### config.mk
export PLATFORM = sky130hd
export DESIGN_NAME = pit_multichannel
export DESIGN_NICKNAME = d
export VERILOG_FILES = /design/src/rtl/pit_multichannel.sv
export SDC_FILE = /design/constraint.sdc
export NUM_CORES = 1
export LEC_CHECK = 0
export ABC_CLOCK_PERIOD_IN_PS = 3000
export CAP_MARGIN = 20
export CORE_UTILIZATION = 55
export CTS_CLUSTER_DIAMETER = 80
export DETAILED_ROUTE_END_ITERATION = 12
export DONT_BUFFER_PORTS = 1
export GPL_TIMING_DRIVEN = 1
export HOLD_SLACK_MARGIN = 0.15
export PLACE_DENSITY_LB_ADDON = 0.25
export SLEW_MARGIN = 40
export SYNTH_ARGS = -nofsm -noshare
export SYNTH_HDL_FRONTEND = slang
export SYNTH_SLANG_ARGS = --single-unit
### constraint.sdc
create_clock -name clk -period 3 [get_ports clk]
set_input_delay 0.75 -clock clk [delete_from_list [all_inputs] [get_ports clk]]
set_output_delay 0.75 -clock clk [all_outputs]
set_load 0.02 [all_outputs]
### src/rtl/pit_multichannel.sv
// rtl/pit_multichannel.sv - multichannel programmable interval timer
// Each channel: down counter with reload, optional prescaler, one-shot/periodic, sticky irq.
module pit_multichannel #(
  parameter int NUM_CH     = 2,
  parameter int COUNT_W    = 16,
  parameter int PRESCALE_W = 8,
  parameter int ADDR_W     = 4
) (
  input  logic              clk,
  input  logic              reset,
  input  logic              wr_en,
  input  logic [ADDR_W-1:0] wr_addr,
  input  logic [7:0]        wr_data,
  input  logic [NUM_CH-1:0] irq_ack,
  output logic [NUM_CH-1:0] irq,
  output logic              irq_any,
  output logic [NUM_CH-1:0] active
);

  logic [ADDR_W-3:0] ch_sel;
  logic [1:0]        reg_sel;

  assign ch_sel  = wr_addr[ADDR_W-1:2];
  assign reg_sel = wr_addr[1:0];
  assign irq_any = |irq;

  for (genvar i = 0; i < NUM_CH; i++) begin : g_ch
    logic                  en;
    logic                  periodic;
    logic                  pse;
    logic [COUNT_W-1:0]    count;
    logic [COUNT_W-1:0]    reload;
    logic [7:0]            staged_lo;
    logic [PRESCALE_W-1:0] p_val;
    logic [PRESCALE_W-1:0] presc;
    logic                  irq_q;
    logic                  hit;
    logic                  ctrl_wr;
    logic                  stop;
    logic                  start;
    logic                  tick;
    logic                  expire;
    logic [15:0]           reload_next;

    always_comb begin
      hit         = wr_en && (ch_sel == (ADDR_W-2)'(i));
      ctrl_wr     = hit && (reg_sel == 2'd0);
      stop        = ctrl_wr && !wr_data[0];
      tick        = en && (!pse || (presc == p_val));
      expire      = tick && (count == '0);
      // A start also covers re-arming a one-shot on the very edge it expires.
      start       = ctrl_wr && wr_data[0] && (!en || (expire && !periodic));
      reload_next = {wr_data, staged_lo};
    end

    always_ff @(posedge clk) begin
      if (reset) begin
        en        <= 1'b0;
        periodic  <= 1'b0;
        pse       <= 1'b0;
        count     <= '0;
        reload    <= '0;
        staged_lo <= '0;
        p_val     <= '0;
        presc     <= '0;
        irq_q     <= 1'b0;
      end else begin
        if (expire && !stop) begin
          irq_q <= 1'b1;
        end else if (irq_ack[i]) begin
          irq_q <= 1'b0;
        end

        if (tick && !stop) begin
          if (count != '0) begin
            count <= count - COUNT_W'(1);
          end else if (periodic) begin
            count <= reload;
          end else begin
            en <= 1'b0;
          end
        end

        if (en && pse && !stop) begin
          presc <= (presc == p_val) ? '0 : presc + PRESCALE_W'(1);
        end

        if (hit) begin
          case (reg_sel)
            2'd0: begin
              en       <= wr_data[0];
              periodic <= wr_data[1];
              pse      <= wr_data[2];
              if (start) begin
                count <= reload;
                presc <= '0;
              end
            end
            2'd1:    staged_lo <= wr_data;
            2'd2:    reload    <= reload_next[COUNT_W-1:0];
            default: p_val     <= wr_data[PRESCALE_W-1:0];
          endcase
        end
      end
    end

    assign irq[i]    = irq_q;
    assign active[i] = en;
  end

endmodule

==> run metrics, run 1 <==
status completed; clock skew between 0.007 and 0.008 ns; Resized cells post-CTS 0; Starting Density 57.1%; Mapped Nets between 700 and 800; Largest stage delay, worst path approximately 0.58 ns; Buffers on Ports 0; final wirelength about 17 mm; Yosys top cell area share between 30% and 40%; CTS Hold Bufs 0; first drt pass iteration count 5; vias per cell between 6 and 7; critical path fanouts, max 16; # setup viols final 0; mapped cell area between 0.006 and 0.007 mm^2; Worst Path Required 3.30 ns; crit-path leading delay family compound AO/OA/AOI/OAI gates; die area between 0.01 and 0.015 mm^2; Final min period 2.58 ns; Post-Syn Area per Cell ~8.1 um^2; FMAX approximately 390 MHz; arrival time worst endpoint about 2.9 ns; Layout Nets between 700 and 800; drt drc 0; DIE WIDTH roughly 110 um; Power per Cell Area around 550 mW/mm^2; Antenna Cells 0; CP cell instances inv_1 > ha_1 > nor4b_2 > nand4_1 > a21oi_1 > o21a_1 > a2111oi_0 > a31o_2; commonest cells after routing, fill and taps aside 120 x dfxtp_1, 108 x nand2_1, 80 x nor2_1; Post-Place Worst Slack between 0.4 and 0.5 ns; commonest non-fill, non-tap cell in the layout dfxtp_1; max cap viols 0; number of synthesized register bits 120; ys flop type dfxtp_1; TritonCTS buffer count 17; # H-tree levels 4; Post-synth EDFFs 0; top-level I/O count 22; initial antenna violation count 0; CTS root buffer clkbuf_16; clk sinks between 100 and 150; WS Path Type flop to flop; Crit. End Element flop; largest net degree at the start of global routing 100; setup_tns 0 ns; Syn Inst Count 776; post-route ant nets 0; Final GP Congestion just over 0.9; final HPWL from detailed placement between 10 and 15 mm; global-route wire length before repair between 20 and 30 mm; placement row count 38; routed vias between 5k and 6k; Slew Limit Fails 0; Startpoint Class flop; final worst slack around 0.42 ns; largest cells by area after synthesis dfxtp_1 38%, nand2_1 6.5%, a21oi_1 5.7%, mux2i_1 5.4%, nor2_1 4.9%; Worst slew margin 43.7%; worst hold path type input port to flop; Peak VDD IR between 300 and 400 uV; Layout area overhead 12.0%; Worst-path clk slew ~0.060 ns; Hold Fails Final Rpt 0; synth warn 0; Worst path slowest cell o21a_1; Netlist cell types 71; sequential area share after synthesis between 30% and 40%; vias in the first global route 5,406; share of layout cells above drive strength 1 between 10% and 20%; routed len/inst ~18 um; RSZ-0062 raised after global routing no; Final period util between 80% and 90%; DIE HEIGHT approximately 110 um; WP buf/inv 1; Core ar. roughly 0.011 mm^2; Worst-Skew Late Latency roughly 0.41 ns; total grt overflow 0; Leakage approximately 2.6 nW; Clock Path Buffers 2; Synth async-reset ratio 0%; drt initial violations 557; area leader, netlist dfxtp_1; overall track demand over capacity in global routing between 20% and 30%; measured slew at the worst slew-check pin 0.839 ns; CTS tree built; setup repair bufs after CTS 0
## area by class of cell
class                      instances  area, um^2
clock buffer                      18         439
clock inverter                    14         149
fill                             907        3940
inverter                          12        45.0
multi-input combinational        597        3610
sequential                       120        2400
tap                              140         175
timing repair buffer              24         180
## synthesized netlist by cell type, drive strengths merged (7+ instances only)
master	count
dfxtp	120
nand2	109
nor2	81
a21oi	71
clkbuf	39
o21ai	38
mux2i	34
nand3	26
nor3	18
xnor2	17
nand4	16
a31oi	13
inv	12
nor4	9
or3	9
a311oi	8
buf	8
a211oi	7
a21boi	7
and2	7
and3	7
o31ai	7
## worst reg2reg max path, delay by kind of cell, from the launching register on
family                   cells  cell delay, ns
flip-flops                   1            0.33
adder cells (fa/ha/maj)      1            0.19
buffers and inverters        1            0.13
AO/OA/AOI/OAI                4            1.21
AND/OR/NAND/NOR              2            0.62
## registers in the layout (all words and copies together) (netlist names)
name and count:
g_ch.irq_q 2, g_ch.periodic 2, g_ch.reload 32, g_ch.p_val 16, g_ch.presc 16, g_ch.pse 2
g_ch.en 2, g_ch.staged_lo 16, g_ch.count 32
## per-stage QoR
step           hold WS (ns)  utilization [%]  cell area [um^2]  power (mW)  std cells
6_report              0.413             64.0              7000        3.85        925
4_1_cts               0.399             64.0              7000        3.86        925
3_5_place_dp          0.443             58.6              6410        1.85        893
2_1_floorplan         0.432                -              6250        1.82        776
3_3_place_gp          0.430             58.6              6410        1.85        893
5_1_grt               0.393             64.0              7000        3.95        925
## cell families after synthesis
kind of cell             Yosys count  share of synthesized area (%)
flip-flops                       120                           38.4
XOR/XNOR                          23                           3.22
buffers and inverters             59                           3.86
multiplexers                      37                           5.99
AND/OR/NAND/NOR                  319                           25.4
adder cells (fa/ha/maj)            6                           1.20
AO/OA/AOI/OAI                    212                           21.9
## path summary, 6_finish.rpt
| kind | endpoint | from | slack, ns | depth (start not counted) |
|---|---|---|---|---|
| setup reg to reg | g_ch[1].count[10] | g_ch[1].count[0] | 0.42 | 8 |
| hold / removal | g_ch[0].reload[6] | reset | 0.41 | 1 |
| setup / recovery | g_ch[1].count[10] | g_ch[1].count[0] | 0.42 | 8 |
| hold reg to reg | g_ch[0].reload[6] | g_ch[0].reload[6] | 0.45 | 2 |
## metal layers
layer,track usage [%],share of wire (%)
met1,41.4,44
met5,0,0
met2,45.1,45
met4,11.4,2.5
met3,6.21,8.3
## where the power goes
group | leakage, nW | internal, mW | switching [mW]
clock | 0.291 | 1.25 | 0.774
combinational | 1.30 | 0.0830 | 0.120
sequential | 0.968 | 1.61 | 0.0139
(Power assumes the default switching activity.)
==> run 2, diff against run 1 <==
--- a/config.mk
+++ b/config.mk
@@ -8,11 +8,11 @@
 export ABC_CLOCK_PERIOD_IN_PS = 3000
 export CAP_MARGIN = 20
 export CORE_UTILIZATION = 55
+export CTS_BUF_LIST = sky130_fd_sc_hd__clkbuf_16
 export CTS_CLUSTER_DIAMETER = 80
 export DETAILED_ROUTE_END_ITERATION = 12
 export DONT_BUFFER_PORTS = 1
 export GPL_TIMING_DRIVEN = 1
-export HOLD_SLACK_MARGIN = 0.15
 export PLACE_DENSITY_LB_ADDON = 0.25
 export SLEW_MARGIN = 40
 export SYNTH_ARGS = -nofsm -noshare
==> run 2 against run 1 <==
  * Cell area is 0.14% lower
  * First-iteration DRC count is 3.1% higher
  * Hold slack worse by 0.0025 ns
  * Critical path depth stayed put
  * Via count is 0.13% higher
  * Count of clock-buffer cells in the layout is 1 lower
  * Non-clock buffer count stayed put
  * Critical endpoint unchanged
  * Highest routed layer unchanged
==> run metrics, run 2 (same netlist as run 1, synthesis figures left out) <==
Crit. End Element flop; Logic pwr share 5.3%; critical path fanouts, max 16; Worst-path clk slew approximately 0.06 ns; final HPWL from detailed placement between 10 and 15 mm; max cap viols 0; Cell Int Power 2.91 mW; Worst slew margin 43.3%; Final GP Congestion 0.923; DIE HEIGHT 109 um; final wirelength roughly 17 mm; Antenna Cells 0; Final period util a little under nine tenths; commonest non-fill, non-tap cell in the layout dfxtp_1; clock skew approximately 0.007 ns; Slew Limit Fails 0; min-delay src reset; Clock Path Buffers 2; measured slew at the worst slew-check pin between 0.8 and 0.9 ns; CTS Hold Bufs 0; FMAX between 300 and 400 MHz; Worst Path Required 3.31 ns; arrival time worst endpoint around 2.9 ns; TritonCTS buffer count 17; Startpoint Class flop; largest net degree at the start of global routing 100; Power per Cell Area about 550 mW/mm^2; Worst-Skew Late Latency just over 0.4 ns; Resized cells post-CTS 0; # H-tree levels 4; Peak VDD IR approximately 370 uV; setup repair bufs after CTS 0; CP Launch Point g_ch[1].count[0]; worst reg2reg endpoint g_ch[1].count[10]; first drt pass iteration count 6; die area roughly 0.012 mm^2; drt initial violations around 570; WS Path Type flop to flop; CP endpoint g_ch[1].count[10]; status completed; commonest cells after routing, fill and taps aside 120 x dfxtp_1, 108 x nand2_1, 80 x nor2_1; Highest Signal Layer met4; Final min period about 2.6 ns; routed len/inst about 18 um; top-level I/O count 22; RSZ-0062 raised after global routing no; metal3 WL between 1 and 1.5 mm; reg2reg start g_ch[1].count[0]; Starting Density a little under three fifths; Flop pwr share 42.4%; total grt overflow 0; clk sinks 120; worst hold path type input port to flop; largest registers g_ch.count (32), g_ch.reload (32); Core ar. roughly 0.011 mm^2; Total Power 3.82 mW; DIE WIDTH 109 um; share of layout cells above drive strength 1 around a tenth; global-route wire length before repair 27.1 mm; routed vias slightly below 6k; sw frac 23.8%; placement row count 38; vias per cell around 6.4; CTS tree built; Leakage ~2.5 nW; overall track demand over capacity in global routing around 30%; initial antenna violation count 0; Buffers on Ports 0; post-route ant nets 0; Psw ~0.9 mW; Layout area overhead 11.8%; CTS root buffer clkbuf_16; Reg2Reg Depth 8; Layout Nets just under 800; M1 wire length about 7.5 mm; setup_tns 0 ns; worst reg2reg setup slack approximately 0.45 ns; # setup viols final 0; clock network fraction of design power a little over half; drt drc 0; vias in the first global route about 5.4k; routed wl met2 approximately 7.5 mm; Hold Fails Final Rpt 0
-- run 2: changes by cell type in the layout (fill, tap and decap cells not counted) --
cell	before	now
clkbuf_8	1	0
clkinv_1	0	1
-- run 2: worst min path at each step --
stage                              endpoint  depth (start not counted)
after floorplan           g_ch[1].reload[0]                          2
after detailed placement  g_ch[1].reload[5]                          2
after global placement    g_ch[1].reload[6]                          2
after global routing      g_ch[0].reload[5]                          1
after CTS                 g_ch[1].reload[4]                          1
final                     g_ch[0].reload[6]                          1
-- run 2: cell type report --
class / instances / area [um^2]
Inverter: 12 / 45.0
Fill cell: 909 / 3950
Tap cell: 140 / 175
Multi-Input combinational cell: 597 / 3610
Timing Repair Buffer: 24 / 180
Clock buffer: 17 / 425
Sequential cell: 120 / 2400
Clock inverter: 15 / 153
-- run 2: critical path, cell delays in order (launching register included) --
cell       delay, ns
dfxtp_1         0.33
inv_1           0.13
ha_1            0.18
nor4b_2         0.39
nand4_1         0.21
a21oi_1         0.22
o21a_1          0.58
a2111oi_0       0.14
a31o_2          0.26
-- run 2: metal layers --
metal  vias to the layer above  GRT usage (%)
met1                      2807           41.4
met2                       268           45.1
li1                       2831              -
met5                         -              0
met3                        47           6.21
met4                         0           11.4
-- run 2: power by group through the flow --
| stage | Combinational [mW] | Clock, mW | Sequential, mW |
|---|---|---|---|
| 2_1_floorplan | 0.174 | 0 | 1.65 |
| 3_3_place_gp | 0.193 | 0 | 1.65 |
| 3_5_place_dp | 0.197 | 0 | 1.65 |
| 4_1_cts | 0.198 | 2.01 | 1.62 |
| 5_1_grt | 0.222 | 2.08 | 1.62 |
| 6_report | 0.203 | 2.00 | 1.62 |
-- run 2: stage by stage --
step	hold WS [ns]	area, um^2	util [%]	worst slack (ns)	std cells
5_1_grt	0.393	6990	63.9	0.242	925
6_report	0.411	6990	63.9	0.447	925
4_1_cts	0.399	6990	63.9	0.506	925
3_3_place_gp	0.430	6410	58.6	0.359	893
3_5_place_dp	0.443	6410	58.6	0.409	893
2_1_floorplan	0.432	6250	-	0.470	776
